## src/rtl/memory_arbiter_if.sv

```systemverilog
// Bus bundle between the pipeline's fetch/data ports, the memory arbiter and the
// single-ported RAM. The master side is the environment; the slave side is the arbiter.
interface memory_arbiter_if #(
  parameter int WORD_W = 32
);
  logic              iREN;
  logic [WORD_W-1:0] iaddr;
  logic              dREN;
  logic              dWEN;
  logic [WORD_W-1:0] daddr;
  logic [WORD_W-1:0] dstore;
  logic              ihit;
  logic              dhit;
  logic [WORD_W-1:0] iload;
  logic [WORD_W-1:0] dload;
  logic              err;
  logic              ramREN;
  logic              ramWEN;
  logic [WORD_W-1:0] ramaddr;
  logic [WORD_W-1:0] ramstore;
  logic [WORD_W-1:0] ramload;
  logic [1:0]        ramstate;

  modport master (
    output iREN, iaddr, dREN, dWEN, daddr, dstore, ramload, ramstate,
    input  ihit, dhit, iload, dload, err, ramREN, ramWEN, ramaddr, ramstore
  );

  modport slave (
    input  iREN, iaddr, dREN, dWEN, daddr, dstore, ramload, ramstate,
    output ihit, dhit, iload, dload, err, ramREN, ramWEN, ramaddr, ramstore
  );
endinterface

```

## src/rtl/memory_arbiter.sv

```systemverilog
// Arbitrates the single-ported RAM between instruction fetch and data accesses.
// Data wins by default; a starvation counter forces a fetch grant, a timeout aborts hung accesses.
module memory_arbiter #(
  parameter int WORD_W     = 32,
  parameter int STARVE_MAX = 4,
  parameter int TIMEOUT    = 255
) (
  input  logic             i_clk,
  input  logic             i_rst,
  memory_arbiter_if.slave  bus
);

  localparam logic [1:0] S_IDLE   = 2'd0;
  localparam logic [1:0] S_IFETCH = 2'd1;
  localparam logic [1:0] S_DATA   = 2'd2;
  localparam logic [1:0] S_DONE   = 2'd3;

  localparam logic [1:0] RAM_ACCESS = 2'd2;
  localparam logic [1:0] RAM_ERROR  = 2'd3;

  localparam int SC_W = $clog2(STARVE_MAX + 1);
  localparam int TC_W = $clog2(TIMEOUT + 1);
  localparam logic [SC_W-1:0] SC_MAX  = SC_W'(STARVE_MAX);
  localparam logic [TC_W-1:0] TC_LAST = TC_W'(TIMEOUT - 1);

  logic [1:0]        r_state;
  logic [SC_W-1:0]   r_starve_cnt;
  logic [TC_W-1:0]   r_tmo_cnt;
  logic [WORD_W-1:0] r_addr;
  logic [WORD_W-1:0] r_store;
  logic              r_wr;

  logic w_dreq;
  logic w_grant_d;
  logic w_grant_i;
  logic w_busy;
  logic w_access;
  logic w_abort;

  // Arbitration and access-termination decode.
  always_comb begin
    w_dreq    = bus.dREN | bus.dWEN;
    w_grant_d = w_dreq && (!bus.iREN || (r_starve_cnt < SC_MAX));
    w_grant_i = !w_grant_d && bus.iREN;
    w_busy    = (r_state == S_IFETCH) || (r_state == S_DATA);
    w_access  = w_busy && (bus.ramstate == RAM_ACCESS);
    w_abort   = w_busy && !w_access &&
                ((bus.ramstate == RAM_ERROR) || (r_tmo_cnt == TC_LAST));
  end

  // RAM drive comes only from the grant latches so it is stable for the whole access.
  always_comb begin
    bus.ramREN   = w_busy && !r_wr;
    bus.ramWEN   = w_busy && r_wr;
    bus.ramaddr  = w_busy ? r_addr : '0;
    bus.ramstore = (w_busy && r_wr) ? r_store : '0;
    bus.ihit     = w_access && (r_state == S_IFETCH) && bus.iREN;
    bus.dhit     = w_access && (r_state == S_DATA) && w_dreq;
    bus.iload    = (w_access && (r_state == S_IFETCH)) ? bus.ramload : '0;
    bus.dload    = (w_access && (r_state == S_DATA) && !r_wr) ? bus.ramload : '0;
    bus.err      = w_abort;
  end

  // FSM, grant latches, starvation and timeout counters.
  always_ff @(posedge i_clk or posedge i_rst) begin
    if (i_rst) begin
      r_state      <= S_IDLE;
      r_starve_cnt <= '0;
      r_tmo_cnt    <= '0;
      r_addr       <= '0;
      r_store      <= '0;
      r_wr         <= 1'b0;
    end else begin
      case (r_state)
        S_IDLE: begin
          if (w_grant_d) begin
            r_state   <= S_DATA;
            r_addr    <= bus.daddr;
            r_store   <= bus.dstore;
            r_wr      <= bus.dWEN;
            r_tmo_cnt <= '0;
            if (bus.iREN) begin
              r_starve_cnt <= (r_starve_cnt == SC_MAX) ? r_starve_cnt
                                                       : r_starve_cnt + SC_W'(1);
            end else begin
              r_starve_cnt <= '0;
            end
          end else if (w_grant_i) begin
            r_state      <= S_IFETCH;
            r_addr       <= bus.iaddr;
            r_store      <= '0;
            r_wr         <= 1'b0;
            r_tmo_cnt    <= '0;
            r_starve_cnt <= '0;
          end else begin
            r_state <= S_IDLE;
          end
        end
        S_IFETCH, S_DATA: begin
          if (w_access || w_abort) begin
            r_state <= S_DONE;
          end else begin
            r_tmo_cnt <= r_tmo_cnt + TC_W'(1);
          end
        end
        // Bubble so a requester updating on the hit edge is never re-granted stale.
        S_DONE: begin
          r_state <= S_IDLE;
        end
        default: begin
          r_state <= S_IDLE;
        end
      endcase
    end
  end

endmodule

```

## src/flat_wrapper.sv

```systemverilog
// flat-port wrapper written by rule: the top's interface ports become plain ports
module memory_arbiter_flat 
#(
  parameter int WORD_W     = 32,
  parameter int STARVE_MAX = 4,
  parameter int TIMEOUT    = 255
)
  (i_clk, i_rst, bus_iREN, bus_iaddr, bus_dREN, bus_dWEN, bus_daddr, bus_dstore, bus_ramload, bus_ramstate, bus_ihit, bus_dhit, bus_iload, bus_dload, bus_err, bus_ramREN, bus_ramWEN, bus_ramaddr, bus_ramstore);
  memory_arbiter_if #(.WORD_W(WORD_W)) bus_i ();
  input  logic i_clk;
  input  logic i_rst;
  input wire logic [$bits(bus_i.iREN)-1:0] bus_iREN;
  input wire logic [$bits(bus_i.iaddr)-1:0] bus_iaddr;
  input wire logic [$bits(bus_i.dREN)-1:0] bus_dREN;
  input wire logic [$bits(bus_i.dWEN)-1:0] bus_dWEN;
  input wire logic [$bits(bus_i.daddr)-1:0] bus_daddr;
  input wire logic [$bits(bus_i.dstore)-1:0] bus_dstore;
  input wire logic [$bits(bus_i.ramload)-1:0] bus_ramload;
  input wire logic [$bits(bus_i.ramstate)-1:0] bus_ramstate;
  output wire logic [$bits(bus_i.ihit)-1:0] bus_ihit;
  output wire logic [$bits(bus_i.dhit)-1:0] bus_dhit;
  output wire logic [$bits(bus_i.iload)-1:0] bus_iload;
  output wire logic [$bits(bus_i.dload)-1:0] bus_dload;
  output wire logic [$bits(bus_i.err)-1:0] bus_err;
  output wire logic [$bits(bus_i.ramREN)-1:0] bus_ramREN;
  output wire logic [$bits(bus_i.ramWEN)-1:0] bus_ramWEN;
  output wire logic [$bits(bus_i.ramaddr)-1:0] bus_ramaddr;
  output wire logic [$bits(bus_i.ramstore)-1:0] bus_ramstore;
  assign bus_i.iREN = bus_iREN;
  assign bus_i.iaddr = bus_iaddr;
  assign bus_i.dREN = bus_dREN;
  assign bus_i.dWEN = bus_dWEN;
  assign bus_i.daddr = bus_daddr;
  assign bus_i.dstore = bus_dstore;
  assign bus_i.ramload = bus_ramload;
  assign bus_i.ramstate = bus_ramstate;
  assign bus_ihit = bus_i.ihit;
  assign bus_dhit = bus_i.dhit;
  assign bus_iload = bus_i.iload;
  assign bus_dload = bus_i.dload;
  assign bus_err = bus_i.err;
  assign bus_ramREN = bus_i.ramREN;
  assign bus_ramWEN = bus_i.ramWEN;
  assign bus_ramaddr = bus_i.ramaddr;
  assign bus_ramstore = bus_i.ramstore;
  memory_arbiter #(.WORD_W(WORD_W), .STARVE_MAX(STARVE_MAX), .TIMEOUT(TIMEOUT)) u_core (.i_clk(i_clk), .i_rst(i_rst), .bus(bus_i));
endmodule
```

## config.mk

```make
export PLATFORM = sky130hd
export DESIGN_NAME = memory_arbiter_flat
export DESIGN_NICKNAME = d
export VERILOG_FILES = /design/src/rtl/memory_arbiter_if.sv /design/src/rtl/memory_arbiter.sv /design/src/flat_wrapper.sv
export SDC_FILE = /design/constraint.sdc
export NUM_CORES = 1
export LEC_CHECK = 0
export BUFFER_PORTS_ARGS = -buffer_cell sky130_fd_sc_hd__buf_2
export CAP_MARGIN = 20
export CORE_MARGIN = 2
export CORE_UTILIZATION = 44
export CTS_CLUSTER_SIZE = 25
export DETAILED_ROUTE_END_ITERATION = 16
export PLACE_DENSITY = 0.86
export SLEW_MARGIN = 20
export SYNTH_ARGS = -nofsm -noshare
export SYNTH_HDL_FRONTEND = slang
export SYNTH_SLANG_ARGS = --single-unit
```

## constraint.sdc

```tcl
create_clock -name i_clk -period 2.8 [get_ports i_clk]
set_input_delay 0.14 -clock i_clk [delete_from_list [all_inputs] [get_ports i_clk]]
set_output_delay 0.14 -clock i_clk [all_outputs]
set_load 0.01 [all_outputs]
```

==> results.cfg <==
[run_status]
status = finished, final reports clean

[job]
maxCapViolations = 0

[critical_path]
critPathArrivalTime_ns = 2.29
worstSetupEndpointType = primary output
cp.required_ns = 2.66
crit_chain = inv_1, ha_2, and4b_1, and2_1, buf_2
slowest_delay_ns = 0.71
cp.buffers_inverters = 2
cp_slowest_cell = and4b_1
critPathKind = reg -> out
cp_top_family = simple AND/OR/NAND/NOR gates
cp_max_fo = 33
worstSetupStartpointType = register

[detailed_routing]
drt_first_pass_iters = 5
detail-route-antenna-nets = 0
first_iter_violations = 286
wl_um = 13800
vias_per_cell = 5.20
wl_per_cell_um = 15.7
vias = 4575
drc = 0

[global_route]
grt_pass1_vias = 4499
grt_usage = 0.248
antenna_found_initial = 3
grt_max_degree = 101
grt_pass1_wl_um = 21600
overflow = 0

[timing]
setup_viol = 0
slew_headroom = 0.378
hold_viol = 0
drv_slew = 0
finClkSkew_ns = 0.00673
fmax_mhz = 412
fin_crit_sh = 0.867
tightest_slew_ns = 0.932
fin_crit_ns = 2.43
setup_tns_ns = 0
rsz0062_at_grt = false

[cts]
ctsHoldBuffers = 24
cts_root_buf = clkbuf_8
cts_buffer_depth = 2
clkLatencyLatePin_ns = 0.35
postCtsSetupRepairBufs = 0
cts_resized = 0
clock_sinks = 78
path_clk_slew_ns = 0.09
cts_buffers = 9
htreeDepth = 3
cts_tree = built

[power]
powerDensity_nw_per_um2 = 879
p_int_uw = 3190
power_frac_comb = 0.518
max-vdd-ir-drop_v = 0.000493
leakagePower_uw = 0.00368
p_sw_uw = 2350
clkPwrFrac = 0.143
p_sw_frac = 0.424
seq_power_share = 0.339

[finish]
final_util = 0.647
drive_gt1_frac = 0.404
stdcell_area_um2 = 6300
area_growth_syn_to_layout_pct = 43.9
nFillCells = 812
fin_nets = 881

[die]
initial_core_util = 0.450
die_h_um = 104
die-area_um2 = 10800
die_x_um = 104
ioPinCount = 268
core-area_um2 = 9730
rows = 36

[synthesis]
synth_cells = 459
synth_area_per_cell_um2 = 9.54
synth_seq_cells = 78
ys_seq_area_frac = 0.446
synthFlopType = dfrtp_1
syn-num-nets = 602
yosysWarnings = 0
synth_area_um2 = 4380
ys_types = 37
synth-edff-count = 0
ys_async_sr_fraction = 1.00

[hold_path]
hold_path.class = in -> reg

[placement]
dpl-instance-area_um2 = 5840
dp_hpwl_um = 10000
gp_congestion = 0.996
port_buffers = 267
-- registers in the layout, summed over array words and instances (netlist names) --
name	cells
u_core.r_state	2
u_core.r_store	32
u_core.r_wr	1
u_core.r_addr	32
u_core.r_starve_cnt	3
u_core.r_tmo_cnt	8
-- per-stage QoR --
| stage | total power [uW] | std cells | hold slack (ns) | setup WS (ns) |
|---|---|---|---|---|
| final | 5540 | 879 | 0.0279 | 0.372 |
| after global routing | 5940 | 879 | 0.00518 | 0.188 |
| after CTS | 5550 | 873 | 0.00617 | 0.350 |
| after detailed placement | 4720 | 833 | 0.362 | 0.750 |
| after global placement | 4570 | 833 | 0.357 | 0.871 |
| after floorplan | 3670 | 459 | 0.273 | 0.665 |
-- area by class of cell --
class                      count  area (um^2)  area share
tap                          133          166      0.0264
timing repair buffer         303         1690       0.268
clock inverter                 6         45.0     0.00715
clock buffer                  10          138      0.0219
sequential                    78         1950       0.310
multi-input combinational    338         2270       0.361
antenna                        3         7.51     0.00119
inverter                       8         31.3     0.00497
-- power groups by stage --
stage | registers [uW] | clock network (uW) | logic, uW
CTS | 1870 | 813 | 2870
floorplan | 1810 | 0 | 1860
global placement | 1860 | 0 | 2710
global route | 1940 | 863 | 3140
finish | 1880 | 789 | 2870
detailed placement | 1890 | 0 | 2830
-- layer usage --
| metal | up-vias | GRT usage | wire length [um] |
|---|---|---|---|
| li1 | 2148 | - | - |
| met1 | 2135 | 0.264 | 4890 |
| met2 | 245 | 0.459 | 7330 |
| met3 | 47 | 0.0598 | 1020 |
| met4 | 0 | 0.121 | 553 |
| met5 | - | 0 | 0 |
-- cells by family after synthesis --
family                   Yosys count  share of synthesized area
AO/OA/AOI/OAI                     88                      0.140
adder cells (fa/ha/maj)            8                     0.0229
buffers and inverters             43                     0.0394
flip-flops                        78                      0.446
multiplexers                      35                     0.0806
AND/OR/NAND/NOR                  207                      0.271
-- cells in the final DEF (no fill, tap or decap), types with 4 or more instances in the layout --
cell,n
buf_2,267
and2_1,99
dfrtp_1,78
nand2_1,38
a22o_1,35
o21ai_0,34
mux2i_1,33
and3_1,33
dlygate4sd3_1,27
nor2_1,10
clkbuf_8,10
buf_4,8
inv_1,7
nand3_1,7
ha_1,7
a21oi_1,6
nor3_1,5
nand4_1,4
-- final timing paths --
| kind | from | depth (start not counted) | endpoint | slack, ns |
|---|---|---|---|---|
| max | u_core.r_state[1] | 5 | bus_iload[24] | 0.37 |
| min | bus_dstore[0] | 2 | u_core.r_store[0] | 0.03 |
| min reg2reg | u_core.r_addr[19] | 2 | u_core.r_addr[19] | 0.48 |
| min in group asynchronous | i_rst | 3 | u_core.r_addr[27] | 0.48 |
| max in group asynchronous | i_rst | 4 | u_core.r_addr[12] | 1.54 |
| max reg2reg | u_core.r_state[1] | 6 | u_core.r_tmo_cnt[1] | 0.75 |
-- Yosys cell counts (2+ instances only) --
| master | number | share of area |
|---|---|---|
| and3_1 | 33 | 0.047 |
| a211oi_1 | 2 | 0.0034 |
| nand4_1 | 4 | 0.0057 |
| inv_1 | 8 | 0.0069 |
| dfrtp_1 | 78 | 0.45 |
| clkbuf_1 | 27 | 0.023 |
| nor3_1 | 5 | 0.0057 |
| nand3_1 | 7 | 0.0080 |
| nand2_1 | 38 | 0.033 |
| o21ai_0 | 34 | 0.039 |
| and2_1 | 99 | 0.14 |
| a21oi_1 | 6 | 0.0069 |
| mux2_2 | 2 | 0.0051 |
| or4_1 | 2 | 0.0034 |
| buf_2 | 6 | 0.0069 |
| a21o_1 | 2 | 0.0034 |
| mux2i_1 | 33 | 0.075 |
| o211ai_1 | 3 | 0.0051 |
| nor2_1 | 10 | 0.0086 |
| a22o_1 | 35 | 0.070 |
| ha_1 | 8 | 0.023 |
| and4b_1 | 2 | 0.0046 |
Power figures use the tool's default switching activity.
